`config.mk`:
```
export PLATFORM = sky130hd
export DESIGN_NAME = rename_map_flat
export DESIGN_NICKNAME = d
export VERILOG_FILES = /design/src/rtl/rename_map_if.sv /design/src/rtl/rename_map.sv /design/src/flat_wrapper.sv
export SDC_FILE = /design/constraint.sdc
export NUM_CORES = 2
export LEC_CHECK = 0
export ABC_CLOCK_PERIOD_IN_PS = 4300
export CORE_ASPECT_RATIO = 0.9
export CORE_MARGIN = 10
export CORE_UTILIZATION = 55
export DETAILED_ROUTE_END_ITERATION = 10
export PLACE_DENSITY = 0.88
export SETUP_SLACK_MARGIN = 0.5
export SYNTH_ARGS = -nofsm -noshare
export SYNTH_HDL_FRONTEND = slang
export SYNTH_SLANG_ARGS = --single-unit
```
`constraint.sdc`:
```
create_clock -name CLK -period 4.3 [get_ports CLK]
set_input_delay 0.86 -clock CLK [delete_from_list [all_inputs] [get_ports CLK]]
set_output_delay 0.86 -clock CLK [all_outputs]
set_load 0.01 [all_outputs]
```
`src/rtl/rename_map_if.sv`:
```
// Signal bundle between decode/execute/ROB and the rename_map stage.
interface rename_map_if;
    logic         STALL;
    logic         FLUSH;
    logic         issue_halt;
    logic         dec_valid;
    logic [151:0] dec_info;
    logic [4:0]   dec_srcA;
    logic [4:0]   dec_srcB;
    logic [4:0]   dec_srcC;
    logic         dec_dest_en;
    logic [4:0]   dec_dest;
    logic         exe_broadcast;
    logic [5:0]   exe_broadcast_map;
    logic         rob_commit;
    logic [4:0]   rob_commit_arch;
    logic [5:0]   rob_commit_map;
    logic [5:0]   rob_commit_old;
    logic         dec_ready;
    logic         rename_enque;
    logic [169:0] rename_issueinfo;
    logic [31:0]  rename_instr_num;
    logic [5:0]   rename_old_map;
    logic [63:0]  busy;

    modport master (
        output STALL, FLUSH, issue_halt, dec_valid, dec_info, dec_srcA, dec_srcB,
               dec_srcC, dec_dest_en, dec_dest, exe_broadcast, exe_broadcast_map,
               rob_commit, rob_commit_arch, rob_commit_map, rob_commit_old,
        input  dec_ready, rename_enque, rename_issueinfo, rename_instr_num,
               rename_old_map, busy
    );

    modport slave (
        input  STALL, FLUSH, issue_halt, dec_valid, dec_info, dec_srcA, dec_srcB,
               dec_srcC, dec_dest_en, dec_dest, exe_broadcast, exe_broadcast_map,
               rob_commit, rob_commit_arch, rob_commit_map, rob_commit_old,
        output dec_ready, rename_enque, rename_issueinfo, rename_instr_num,
               rename_old_map, busy
    );
endinterface

```
`src/rtl/rename_map.sv`:
```
// Register rename stage: speculative and retirement RATs, a circular free list
// of physical registers, the busy vector and a one-cycle registered rename output.
module rename_map (
    input  logic        CLK,
    input  logic        RESET,
    rename_map_if.slave bus
);
    logic [5:0]   rat_q  [32];
    logic [5:0]   rat_d  [32];
    logic [5:0]   rrat_q [32];
    logic [5:0]   rrat_d [32];
    logic [5:0]   fl_q   [64];
    logic [5:0]   fl_d   [64];
    logic [5:0]   head_q, head_d;
    logic [5:0]   tail_q, tail_d;
    logic [5:0]   rhead_q, rhead_d;
    logic [63:0]  busy_q, busy_d;
    logic         enque_q, enque_d;
    logic [169:0] info_q, info_d;
    logic [31:0]  num_q, num_d;
    logic [31:0]  seq_q, seq_d;
    logic [5:0]   old_q, old_d;

    logic       needsAlloc;
    logic       flEmpty;
    logic       accept;
    logic [5:0] mapA;
    logic [5:0] mapB;
    logic [5:0] mapWr;

    // At most 32 registers are ever free, so head == tail can only mean empty.
    assign needsAlloc = bus.dec_dest_en && (bus.dec_dest != 5'd0);
    assign flEmpty    = (head_q == tail_q);
    assign accept     = bus.dec_valid && !bus.STALL && !bus.issue_halt && !bus.FLUSH &&
                        !RESET && (!needsAlloc || !flEmpty);

    assign mapA  = rat_q[bus.dec_srcA];
    assign mapB  = rat_q[bus.dec_srcB];
    assign mapWr = needsAlloc ? fl_q[head_q] : rat_q[bus.dec_srcC];

    assign bus.dec_ready        = accept;
    assign bus.rename_enque     = enque_q;
    assign bus.rename_issueinfo = info_q;
    assign bus.rename_instr_num = num_q;
    assign bus.rename_old_map   = old_q;
    assign bus.busy             = busy_q;

    always_comb begin
        rat_d   = rat_q;
        rrat_d  = rrat_q;
        fl_d    = fl_q;
        head_d  = head_q;
        tail_d  = tail_q;
        rhead_d = rhead_q;
        busy_d  = busy_q;
        enque_d = 1'b0;
        info_d  = info_q;
        num_d   = num_q;
        seq_d   = seq_q;
        old_d   = old_q;

        if (bus.rob_commit) begin
            if (bus.rob_commit_arch != 5'd0) begin
                rrat_d[bus.rob_commit_arch] = bus.rob_commit_map;
                rhead_d = rhead_q + 6'd1;
            end
            if (bus.rob_commit_old != 6'd0) begin
                fl_d[tail_q] = bus.rob_commit_old;
                tail_d       = tail_q + 6'd1;
            end
        end

        if (bus.exe_broadcast && (bus.exe_broadcast_map != 6'd0)) begin
            busy_d[bus.exe_broadcast_map] = 1'b1;
        end

        // Flush rolls back to the committed state, including this cycle's commit.
        if (bus.FLUSH) begin
            rat_d  = rrat_d;
            head_d = rhead_d;
            busy_d = '1;
        end else if (accept) begin
            enque_d = 1'b1;
            info_d  = {bus.dec_info, mapWr, mapB, mapA};
            num_d   = seq_q;
            seq_d   = seq_q + 32'd1;
            old_d   = rat_q[bus.dec_dest];
            if (needsAlloc) begin
                rat_d[bus.dec_dest] = mapWr;
                head_d              = head_q + 6'd1;
                busy_d[mapWr]       = 1'b0;
            end
        end

        rat_d[0]  = 6'd0;
        rrat_d[0] = 6'd0;
        busy_d[0] = 1'b1;
    end

    always_ff @(posedge CLK) begin
        if (RESET) begin
            for (int i = 0; i < 32; i++) begin
                rat_q[i]  <= 6'(i);
                rrat_q[i] <= 6'(i);
            end
            for (int i = 0; i < 64; i++) begin
                fl_q[i] <= (i < 32) ? 6'(i + 32) : 6'd0;
            end
            head_q  <= 6'd0;
            tail_q  <= 6'd32;
            rhead_q <= 6'd0;
            busy_q  <= '1;
            enque_q <= 1'b0;
            info_q  <= '0;
            num_q   <= 32'd0;
            seq_q   <= 32'd0;
            old_q   <= 6'd0;
        end else begin
            rat_q   <= rat_d;
            rrat_q  <= rrat_d;
            fl_q    <= fl_d;
            head_q  <= head_d;
            tail_q  <= tail_d;
            rhead_q <= rhead_d;
            busy_q  <= busy_d;
            enque_q <= enque_d;
            info_q  <= info_d;
            num_q   <= num_d;
            seq_q   <= seq_d;
            old_q   <= old_d;
        end
    end
endmodule
```
`src/flat_wrapper.sv`:
```
// flat-port wrapper written by rule: the top's interface ports become plain ports
module rename_map_flat 
  (CLK, RESET, bus_STALL, bus_FLUSH, bus_issue_halt, bus_dec_valid, bus_dec_info, bus_dec_srcA, bus_dec_srcB, bus_dec_srcC, bus_dec_dest_en, bus_dec_dest, bus_exe_broadcast, bus_exe_broadcast_map, bus_rob_commit, bus_rob_commit_arch, bus_rob_commit_map, bus_rob_commit_old, bus_dec_ready, bus_rename_enque, bus_rename_issueinfo, bus_rename_instr_num, bus_rename_old_map, bus_busy);
  rename_map_if bus_i ();
  input  logic CLK;
  input  logic RESET;
  input wire logic [$bits(bus_i.STALL)-1:0] bus_STALL;
  input wire logic [$bits(bus_i.FLUSH)-1:0] bus_FLUSH;
  input wire logic [$bits(bus_i.issue_halt)-1:0] bus_issue_halt;
  input wire logic [$bits(bus_i.dec_valid)-1:0] bus_dec_valid;
  input wire logic [$bits(bus_i.dec_info)-1:0] bus_dec_info;
  input wire logic [$bits(bus_i.dec_srcA)-1:0] bus_dec_srcA;
  input wire logic [$bits(bus_i.dec_srcB)-1:0] bus_dec_srcB;
  input wire logic [$bits(bus_i.dec_srcC)-1:0] bus_dec_srcC;
  input wire logic [$bits(bus_i.dec_dest_en)-1:0] bus_dec_dest_en;
  input wire logic [$bits(bus_i.dec_dest)-1:0] bus_dec_dest;
  input wire logic [$bits(bus_i.exe_broadcast)-1:0] bus_exe_broadcast;
  input wire logic [$bits(bus_i.exe_broadcast_map)-1:0] bus_exe_broadcast_map;
  input wire logic [$bits(bus_i.rob_commit)-1:0] bus_rob_commit;
  input wire logic [$bits(bus_i.rob_commit_arch)-1:0] bus_rob_commit_arch;
  input wire logic [$bits(bus_i.rob_commit_map)-1:0] bus_rob_commit_map;
  input wire logic [$bits(bus_i.rob_commit_old)-1:0] bus_rob_commit_old;
  output wire logic [$bits(bus_i.dec_ready)-1:0] bus_dec_ready;
  output wire logic [$bits(bus_i.rename_enque)-1:0] bus_rename_enque;
  output wire logic [$bits(bus_i.rename_issueinfo)-1:0] bus_rename_issueinfo;
  output wire logic [$bits(bus_i.rename_instr_num)-1:0] bus_rename_instr_num;
  output wire logic [$bits(bus_i.rename_old_map)-1:0] bus_rename_old_map;
  output wire logic [$bits(bus_i.busy)-1:0] bus_busy;
  assign bus_i.STALL = bus_STALL;
  assign bus_i.FLUSH = bus_FLUSH;
  assign bus_i.issue_halt = bus_issue_halt;
  assign bus_i.dec_valid = bus_dec_valid;
  assign bus_i.dec_info = bus_dec_info;
  assign bus_i.dec_srcA = bus_dec_srcA;
  assign bus_i.dec_srcB = bus_dec_srcB;
  assign bus_i.dec_srcC = bus_dec_srcC;
  assign bus_i.dec_dest_en = bus_dec_dest_en;
  assign bus_i.dec_dest = bus_dec_dest;
  assign bus_i.exe_broadcast = bus_exe_broadcast;
  assign bus_i.exe_broadcast_map = bus_exe_broadcast_map;
  assign bus_i.rob_commit = bus_rob_commit;
  assign bus_i.rob_commit_arch = bus_rob_commit_arch;
  assign bus_i.rob_commit_map = bus_rob_commit_map;
  assign bus_i.rob_commit_old = bus_rob_commit_old;
  assign bus_dec_ready = bus_i.dec_ready;
  assign bus_rename_enque = bus_i.rename_enque;
  assign bus_rename_issueinfo = bus_i.rename_issueinfo;
  assign bus_rename_instr_num = bus_i.rename_instr_num;
  assign bus_rename_old_map = bus_i.rename_old_map;
  assign bus_busy = bus_i.busy;
  rename_map u_core (.CLK(CLK), .RESET(RESET), .bus(bus_i));
endmodule
```
==> flow_metrics.py <==
metrics = {
    "clock_tree": {
        "clk_pin_slew_ps": 60,
        "cts-htree-levels": 3,
        "clockBufferDepth": 3,
        "clock-sinks": 1078,
        "cts_tree": "built",
        "worstSkewPairLatency_ps": 720,
        "cts_hold_buffers": 0,
        "ctsRootBufferMaster": "clkbuf_16",
        "cts_buffers": 104,
    },
    "worst_setup_path": {
        "rrSetupSlack_ps": 550,
        "endpoint_kind": "register",
        "crit_type": "reg2reg",
        "start_kind": "register",
        "critPathLaunch": "u_core.head_q[0]",
        "crit_required_ps": 4830,
        "critPathMaxFanout": 22,
        "r2r-start": "u_core.head_q[0]",
        "arrival_ps": 4280,
    },
    "logic_synthesis": {
        "yosysMostFrequentCell": "dfxtp_1",
        "yosys_warnings": 0,
        "synth_cells": 5502,
        "synth_area_leaders": "dfxtp_1 (44%), mux4_2 (12%), nand2_1 (7.4%)",
        "synth_seq_area_share": 0.4351,
        "async_reset_ff_frac": 0,
        "yosysTopAreaCellShare": 0.4351,
        "synth_top_area_cell": "dfxtp_1",
        "synth_fp_nets": 5710,
        "netlist_area_sq_mm": 0.04960,
        "synth_edf_count": 0,
        "syn_avg_cell_area_sq_um": 9.014,
        "ys_seq_elements": 1078,
        "synthTopCellsByCount": "dfxtp_1 (1,078), nand2_1 (978), a21oi_1 (578)",
        "ys.flop_type": "dfxtp_1",
        "yosysUniqueCellTypes": 74,
    },
    "global_route": {
        "grt.overflow.total": 0,
        "grtUsageTotal": 0.3458,
        "grt_pass1_wl_mm": 279.1,
        "first_global_vias": 44500,
        "grt_antenna_before_repair": 18,
        "grt_max_degree": 220,
    },
    "routing": {
        "ant_nets": 0,
        "dr.pass1.iters": 9,
        "drcViolationCount": 0,
        "drt-initial-drc-count": 8798,
        "via_per_inst": 6.805,
        "drt-wirelength-per-cell_um": 26.63,
        "routed_wl_mm": 187.3,
        "routed-via-count": 47860,
    },
    "sta": {
        "layout_min_cycle_time_ps": 3749,
        "finalHoldViolations": 0,
        "fin_skew_ps": 71.77,
        "drv_slew": 0,
        "finalSetupTns_ps": 0,
        "grt_setup_unrepaired": "false",
        "tightest_slew_ps": 1218,
        "slew_headroom": 0.1803,
        "fin_crit_sh": 0.8719,
        "setup_viol": 0,
        "fmax_mhz": 266.7,
    },
    "final_layout": {
        "fin_nets": 5978,
        "area_delta_synth_final_pct": 19.33,
        "layout-drive-gt1-share": 0.1273,
        "final_util": 0.6620,
    },
    "power": {
        "total_leakage_power_nw": 20.52,
        "power_density_mw_per_mm2": 369.9,
        "max-vdd-ir-drop_uv": 338.3,
    },
    "run": {
        "cap_violations": 0,
    },
    "floorplanning": {
        "die_area_sq_mm": 0.1026,
        "die_h_um": 304.9,
        "core-area_sq_mm": 0.08940,
        "rows": 104,
        "ios": 478,
        "die_x_um": 336.5,
        "start_util": 0.5548,
    },
    "placement": {
        "dp_hpwl_mm": 127.0,
        "port_buffers": 476,
        "gp_congestion": 1.058,
    },
    "min_path": {
        "holdCritPathClass": "reg2reg",
        "min_from": "u_core.bus.rename_issueinfo[94]",
    },
    "run_status": {
        "outcome": "finished, final reports clean",
    },
}
## kinds of logic after synthesis
| kind of cell | after synthesis | synth area share |
|---|---|---|
| compound gates | 1232 | 0.1496 |
| xor+xnor | 37 | 0.006534 |
| fa+ha+maj | 4 | 0.001009 |
| buf+inv | 540 | 0.04448 |
| flops | 1078 | 0.4351 |
| mux | 549 | 0.1825 |
| other cells | 1 | 0.00007561 |
| simple gates | 2061 | 0.1807 |
## critical path, cell delays in order, from the launching register on
cell,delay (ps)
dfxtp_4,660
buf_6,330
mux4_2,590
mux2i_1,370
nand3_1,270
o2111ai_1,200
buf_4,150
nand3_1,100
buf_4,250
a211oi_1,280
buf_4,290
a31oi_1,110
## layer usage
| layer | wire length, um | track usage | up-vias |
|---|---|---|---|
| li1 | - | - | 20300 |
| met2 | 80730 | 0.5087 | 3987 |
| met1 | 67940 | 0.4583 | 22810 |
| met5 | 126 | 0 | - |
| met4 | 9630 | 0.1567 | 14 |
| met3 | 28840 | 0.1134 | 745 |
## flip-flops by register name, summed over array words and instances (netlist names)
signal	count
u_core.rrat_q	186
u_core.seq_q	32
u_core.bus.rename_issueinfo	170
u_core.rhead_q	6
u_core.bus.rename_enque	1
u_core.rat_q	186
u_core.fl_q	384
u_core.bus.busy	63
u_core.bus.rename_old_map	6
u_core.bus.rename_instr_num	32
u_core.head_q	6
u_core.tail_q	6
## cell usage in the layout, fill, tap and decap left out, types with 16 or more instances in the layout
| master | Yosys | routed |
|---|---|---|
| dfxtp_1 | 1078 | 1074 |
| nand2_1 | 978 | 975 |
| a21oi_1 | 578 | 578 |
| clkdlybuf4s50_1 | 0 | 459 |
| nor2_1 | 454 | 454 |
| nand3_1 | 412 | 409 |
| mux4_2 | 268 | 268 |
| o21ai_0 | 257 | 257 |
| mux2i_1 | 240 | 239 |
| buf_4 | 10 | 176 |
| clkbuf_16 | 0 | 105 |
| a221oi_1 | 72 | 72 |
| a31oi_1 | 65 | 65 |
| a211oi_1 | 66 | 65 |
| a221o_1 | 65 | 65 |
| a22oi_1 | 39 | 39 |
| nor3b_1 | 34 | 32 |
| mux2_2 | 30 | 30 |
| nor2b_1 | 28 | 25 |
| clkbuf_8 | 0 | 25 |
| xnor2_1 | 24 | 24 |
| buf_12 | 4 | 23 |
| clkbuf_1 | 375 | 20 |
| inv_1 | 22 | 19 |
| a22o_1 | 19 | 19 |
| nor3_1 | 21 | 19 |
| and2_1 | 17 | 16 |
| nand4_1 | 16 | 16 |
| a2bb2oi_1 | 16 | 16 |
| clkinv_2 | 0 | 16 |
## through the flow
stage	cell area [sq um]	total power, mW	setup WS [ps]	hold slack (ps)	instances
finish	59180	21.89	550.7	452.8	7033
global route	59170	22.35	505.7	466.5	7029
CTS	59110	21.75	552.7	452.1	7018
detailed placement	55530	12.50	103.0	443.7	6827
global placement	55530	12.47	240.2	438.3	6827
floorplan	49600	11.61	588.9	432.6	5502
## final timing paths
| kind | to | cells past startpoint |
|---|---|---|
| max | u_core.bus.busy[12] | 11 |
| min | u_core.bus.rename_issueinfo[94] | 2 |
| max reg2reg | u_core.bus.busy[12] | 11 |
| min reg2reg | u_core.bus.rename_issueinfo[94] | 2 |
## power breakdown
group	switching, mW	internal, mW	total [mW]
clock network	4.11	5.36	9.47
registers	0.148	10.1	10.2
logic	1.37	0.820	2.19
total	5.62	16.3	21.9
## layout make-up
cell class                      instances  area [sq um]
Fill cell                            6553         30210
Multi-Input combinational cell       3884         25940
Sequential cell                      1078         21590
Timing Repair Buffer                  678          6525
Clock buffer                          150          3047
Tap cell                             1166          1459
Clock inverter                         38         478.0
Inverter                               23         101.3
Antenna cell                           15         37.54
Timing Repair inverter                  1         6.256
## timing repair
| item | in CTS | in global routing |
|---|---|---|
| hold endpoints to repair | 0 | 0 |
| buffers inserted | 2 | 0 |
| resized for setup | 6 | 7 |
| gates cloned | 1 | 0 |
| setup endpoints to repair | 29 | 47 |
No activity file was read; power rests on OpenSTA's default activity.
